===== config.mk =====
export PLATFORM = sky130hd
export DESIGN_NAME = pipeline_ctrl
export DESIGN_NICKNAME = d
export VERILOG_FILES = /design/src/rtl/pipeline_ctrl.sv
export SDC_FILE = /design/constraint.sdc
export NUM_CORES = 1
export LEC_CHECK = 0
export CAP_MARGIN = 10
export CORE_ASPECT_RATIO = 0.8
export CORE_MARGIN = 10
export CORE_UTILIZATION = 39
export DETAILED_ROUTE_END_ITERATION = 16
export PLACE_DENSITY = 0.8
export SETUP_SLACK_MARGIN = 0.4
export SLEW_MARGIN = 10
export SYNTH_ARGS = -nofsm -noshare
export SYNTH_HDL_FRONTEND = slang
export SYNTH_SLANG_ARGS = --single-unit

===== constraint.sdc =====
create_clock -name CLK -period 2.61 [get_ports CLK]
set_input_delay 0.522 -clock CLK [delete_from_list [all_inputs] [get_ports CLK]]
set_output_delay 0.522 -clock CLK [all_outputs]
set_load 0.01 [all_outputs]

===== src/rtl/pipeline_ctrl.sv =====
// Pipeline stall/flush controller for the 5-stage core.
// Decides each cycle which pipeline latches advance, hold or take a bubble so that
// ID/EX only ever holds instructions the EX forwarding network can serve. Also keeps a
// saturating count of cycles in which the PC was held.
module pipeline_ctrl #(
   parameter int unsigned CPUID = 0,
   parameter int unsigned CNTW  = 16
) (
   input  logic            CLK,
   input  logic            RST,
   input  logic [31:0]     instr_1,
   input  logic            MemToReg_2,
   input  logic [4:0]      wsel_2,
   input  logic            dREN_3,
   input  logic            dWEN_3,
   input  logic            ihit,
   input  logic            dhit,
   input  logic            pcsrc_taken,
   input  logic            halt_3,
   output logic            pc_en,
   output logic            ifid_en,
   output logic            idex_en,
   output logic            exmem_en,
   output logic            memwb_en,
   output logic            ifid_flush,
   output logic            idex_flush,
   output logic            halted,
   output logic [CNTW-1:0] stall_cnt
);

   typedef enum logic [1:0] {StRun, StDwait, StHalted} state_e;

   state_e          state_q;
   logic            halted_q;
   logic [CNTW-1:0] stall_cnt_q;

   logic [5:0] opcode;
   logic [4:0] rs, rt;
   logic       rt_read;
   logic       load_use;
   logic       dpend;

   // CPUID is informational; fold it and the unused instruction bits into a sink.
   logic unused_bits;
   assign unused_bits = ^{32'(CPUID), instr_1[15:0]};

   assign opcode = instr_1[31:26];
   assign rs     = instr_1[25:21];
   assign rt     = instr_1[20:16];

   // Load-use hazard detection: rt only counts for formats that read it as a source.
   always_comb begin
      rt_read  = (opcode == 6'h00) || (opcode == 6'h04) || (opcode == 6'h05) ||
                 (opcode == 6'h2B);
      load_use = MemToReg_2 && (wsel_2 != 5'd0) &&
                 ((rs == wsel_2) || (rt_read && (rt == wsel_2)));
      dpend    = (dREN_3 || dWEN_3) && !dhit;
   end

   // Combinational latch control, evaluated in strict priority order.
   always_comb begin
      pc_en      = 1'b1;
      ifid_en    = 1'b1;
      idex_en    = 1'b1;
      exmem_en   = 1'b1;
      memwb_en   = 1'b1;
      ifid_flush = 1'b0;
      idex_flush = 1'b0;
      if (RST) begin
         {pc_en, ifid_en, idex_en, exmem_en, memwb_en} = '0;
         ifid_flush = 1'b1;
         idex_flush = 1'b1;
      end else if (state_q == StHalted || dpend) begin
         // Freeze: nothing moves, so held hazards are re-evaluated on release.
         {pc_en, ifid_en, idex_en, exmem_en, memwb_en} = '0;
      end else if (halt_3) begin
         // Let HALT retire through MEM/WB, hold everything behind it.
         {pc_en, ifid_en, idex_en, exmem_en} = '0;
      end else if (pcsrc_taken) begin
         // Redirect now; squash the two wrong-path slots (also covers load-use).
         ifid_flush = 1'b1;
         idex_flush = 1'b1;
      end else if (load_use) begin
         // Hold IF/ID and PC, inject one bubble into ID/EX.
         pc_en      = 1'b0;
         ifid_en    = 1'b0;
         idex_flush = 1'b1;
      end else if (!ihit) begin
         // Fetch not done: hold PC, feed a NOP into decode, drain the rest.
         pc_en      = 1'b0;
         ifid_flush = 1'b1;
      end
   end

   // State, sticky halt flag and saturating stall counter.
   always_ff @(posedge CLK) begin
      if (RST) begin
         state_q     <= StRun;
         halted_q    <= 1'b0;
         stall_cnt_q <= '0;
      end else begin
         if (state_q != StHalted) begin
            if (dpend) begin
               state_q <= StDwait;
            end else if (halt_3) begin
               state_q  <= StHalted;
               halted_q <= 1'b1;
            end else begin
               state_q <= StRun;
            end
            if (!pc_en && (stall_cnt_q != '1)) begin
               stall_cnt_q <= stall_cnt_q + CNTW'(1);
            end
         end
      end
   end

   assign halted    = halted_q;
   assign stall_cnt = stall_cnt_q;

endmodule


==> metrics.log <==
[metrics] result of the run: finished with violations
[metrics] violations in the final reports: negative setup slack
[metrics] height of the chip: 71.7 um
[metrics] Setup crit start kind: input port
[metrics] Chip Width: 84.6 um
[metrics] synthesis-to-finish area growth: 77.5%
[metrics] core footprint: 3150 um2
[metrics] maximum fanout along the worst path: 4
[metrics] TritonCTS sink count: 19
[metrics] fraction of registers with async set/reset: 0
[metrics] Post-Synth Simple-Gate Area: 0.384
[metrics] worst-case clock buffer depth: 2
[metrics] clock latency on the worst-skew pair: 0.26 ns
[metrics] area fraction in compound gates after synthesis: 0.106
[metrics] data required time at the worst endpoint: 2.09 ns
[metrics] first-pass GRT wire length: 7570 um
[metrics] total congestion overflow after global routing: 0
[metrics] final weighted congestion of routability-driven global placement: 0.754
[metrics] Setup violations, final: 4
[metrics] flip-flop and latch count after synthesis: 19
[metrics] post-place setup slack: -0.730 ns
[metrics] top flip-flop cell by instance count after synthesis: sky130_fd_sc_hd__dfxtp_1
[metrics] H-tree Lvls: 1
[metrics] starting density of the core: 0.413
[metrics] I/O pin count: 70
[metrics] final hold vios: 0
[metrics] clk slew on worst S/H paths: 0.07 ns
[metrics] min Tclk post-route: 2.77 ns
[metrics] vias in the first global route: 1519
[metrics] switching power: 0.220 mW
[metrics] combinational family with the most area after synthesis: simple AND/OR/NAND/NOR gates
[metrics] synth warn: 0
[metrics] share of cells above drive strength 1: 0.326
[metrics] detailed-route wire length: 4850 um
[metrics] leakage dissipation: 0.945 nW
[metrics] DPL Wire Length: 3040 um
[metrics] Power Dens Cells: 327 nW/um2
[metrics] part of the Yosys area used for sequential elements: 0.292
[metrics] Synth Area per Inst: 8.05 um2
[metrics] number of rows created at floorplan: 18
[metrics] clock tree root buffer cell: sky130_fd_sc_hd__clkbuf_8
[metrics] number of nets in the finished design: 287
[metrics] maximum number of pins on one net before global-route repair: 29
[metrics] Worst Max-Slew Pin Slew: 0.546 ns
[metrics] multiplexer area fraction after synthesis: 0.103
[metrics] number of design rule violations left after detail routing: 0
[metrics] PnR worst setup slack: -0.163 ns
[metrics] unrepaired setup endpoints after global routing: true
[metrics] count of antenna diodes in the layout: 0
[metrics] class of the most critical setup path: in -> out
[metrics] Total Routing Usage GR: 0.151
[metrics] count of flip-flops with a built-in enable after synthesis: 0
[metrics] count of unique library cells instantiated by Yosys: 36
[metrics] violation count after the first detailed-routing iteration: 69
[metrics] Slew HR: 0.635
[metrics] Synth Area in XOR/XNOR: 0.0672
[metrics] Peak Freq: 361 MHz
[metrics] sw frac: 0.290
[metrics] post-DR vias/cell: 5.42
[metrics] count of buffers inserted at the top-level ports: 53
[metrics] final total negative setup slack: -0.561 ns
[metrics] Layout Skew: 0.00384 ns
[metrics] Max-cap violations: 0
[metrics] share of the clock period used by the worst path: 1.06
[metrics] number of cells after detailed placement: 262
[metrics] clock network power share: 0.283
[metrics] part of the total power dissipated in sequential elements: 0.410
[metrics] Netlist Area Pre-Place: 1300 um2
[metrics] Post-Synth Adder-Cell Area: 0.00960
[metrics] number of antenna violations at the first check in global routing: 0
[metrics] Cells after Synth: 162
[metrics] total via count in the routed design: 1513
[metrics] part of the total power dissipated in combinational logic: 0.307
[metrics] arrival time of the worst setup path: 2.25 ns
[metrics] internal power contribution: 0.536 mW
[metrics] Finished Layout Cells: 279
[metrics] post-route antenna net violation count: 0
[metrics] first-pass iteration count of the detailed router: 4
[metrics] TritonCTS buffer count: 3
[metrics] class of the tightest hold or removal check: reg -> reg
[metrics] wire length per cell: 17.4 um
[metrics] TritonCTS clock tree: built
[metrics] critical path endpoint category: primary output
[metrics] Syn Nets: 209
[metrics] fin. max-slew vios: 0
[metrics] VDD IR max: 0.257 mV
[metrics] Die Footprint: 6070 um2
[metrics] Hold Buf Count CTS: 0
[metrics] Final Total Pwr: 0.756 mW
-- state kept, by name, indices dropped and copies added, names as in the netlist --
register / cells
stall_cnt: 16
halted: 1
state_q: 2
-- Yosys cell counts (4+ instances only) --
library cell | n | share of area
sky130_fd_sc_hd__nand3_1 | 7 | 0.027
sky130_fd_sc_hd__mux2_2 | 7 | 0.060
sky130_fd_sc_hd__xnor2_1 | 7 | 0.047
sky130_fd_sc_hd__nor2b_1 | 14 | 0.067
sky130_fd_sc_hd__clkbuf_1 | 4 | 0.012
sky130_fd_sc_hd__nand2_1 | 8 | 0.023
sky130_fd_sc_hd__nor3_1 | 12 | 0.046
sky130_fd_sc_hd__nand4_1 | 8 | 0.038
sky130_fd_sc_hd__or3_1 | 5 | 0.024
sky130_fd_sc_hd__mux2_1 | 4 | 0.035
sky130_fd_sc_hd__dfxtp_1 | 19 | 0.29
sky130_fd_sc_hd__o21ai_0 | 5 | 0.019
sky130_fd_sc_hd__a21oi_1 | 7 | 0.027
sky130_fd_sc_hd__nor2_1 | 19 | 0.055
-- cell families after synthesis --
logic type,Yosys count
compound gates,20
xor+xnor,10
fa+ha+maj,1
buf+inv,10
flops,19
mux,12
simple gates,90
-- power by group through the flow --
stage          sequential, mW  combinational [mW]  clock [mW]
2_1_floorplan           0.318              0.0791           0
3_3_place_gp            0.316               0.190           0
3_5_place_dp            0.317               0.192           0
4_1_cts                 0.310               0.219       0.216
5_1_grt                 0.312               0.248       0.232
6_report                0.310               0.232       0.214
-- stage by stage --
| step | hold WS (ns) | instance area, um2 | util |
|---|---|---|---|
| 3_3_place_gp | 0.467 | 1970 | 0.625 |
| 3_5_place_dp | 0.457 | 1970 | 0.625 |
| 6_report | 0.486 | 2310 | 0.734 |
| 5_1_grt | 0.514 | 2310 | 0.734 |
| 2_1_floorplan | 0.499 | 1320 | - |
| 4_1_cts | 0.487 | 2260 | 0.717 |
-- placed cells by master, fill, tap and decap left out, types with 7 or more instances in the layout --
master	Yosys	final
sky130_fd_sc_hd__clkdlybuf4s50_1	0	26
sky130_fd_sc_hd__buf_4	1	21
sky130_fd_sc_hd__dfxtp_1	19	19
sky130_fd_sc_hd__nor2_1	19	18
sky130_fd_sc_hd__dlygate4sd2_1	0	14
sky130_fd_sc_hd__nor2b_1	14	13
sky130_fd_sc_hd__mux2_4	0	10
sky130_fd_sc_hd__nor3_2	3	9
sky130_fd_sc_hd__nand4_1	8	8
sky130_fd_sc_hd__nand2_1	8	8
sky130_fd_sc_hd__buf_6	1	8
sky130_fd_sc_hd__xnor2_1	7	7
sky130_fd_sc_hd__nand3_1	7	7
-- per-layer routing --
metal | vias to the layer above | track usage | wire [um]
met5 | - | 0 | 0
met4 | 0 | 0.0474 | 97
met3 | 11 | 0.0475 | 263
met2 | 46 | 0.274 | 2450
met1 | 713 | 0.165 | 2050
li1 | 743 | - | -
-- cell type report --
type / count / area, um2
Timing Repair Buffer: 81 / 748
Multi-Input combinational cell: 134 / 1090
Inverter: 1 / 3.75
Sequential cell: 19 / 380
Fill cell: 237 / 838
Clock buffer: 4 / 45.0
Tap cell: 40 / 50.0
-- path summary, 6_finish.rpt --
| check | start | to | slack, ns | depth (start not counted) |
|---|---|---|---|---|
| max | instr_1[26] | pc_en | -0.16 | 9 |
| min | halted | halted | 0.49 | 2 |
| max reg2reg | stall_cnt[0] | stall_cnt[4] | 0.35 | 7 |
| min reg2reg | halted | halted | 0.49 | 2 |
-- critical path: stages --
cell and delay, ns:
sky130_fd_sc_hd__buf_6 0.09, sky130_fd_sc_hd__nor2b_4 0.11, sky130_fd_sc_hd__or4_4 0.54, sky130_fd_sc_hd__a2111oi_4 0.39, sky130_fd_sc_hd__o21ai_2 0.14, sky130_fd_sc_hd__buf_4 0.16, sky130_fd_sc_hd__a21oi_2 0.12, sky130_fd_sc_hd__nor2b_1 0.05
sky130_fd_sc_hd__buf_2 0.13
-- timing repair --
action	4_1_cts	5_1_grt
setup buffers	11	0
pin swaps	31	13
gates cloned	2	0
setup endpoints to repair	23	21
resized for setup	78	16
(Power assumes the default switching activity.)
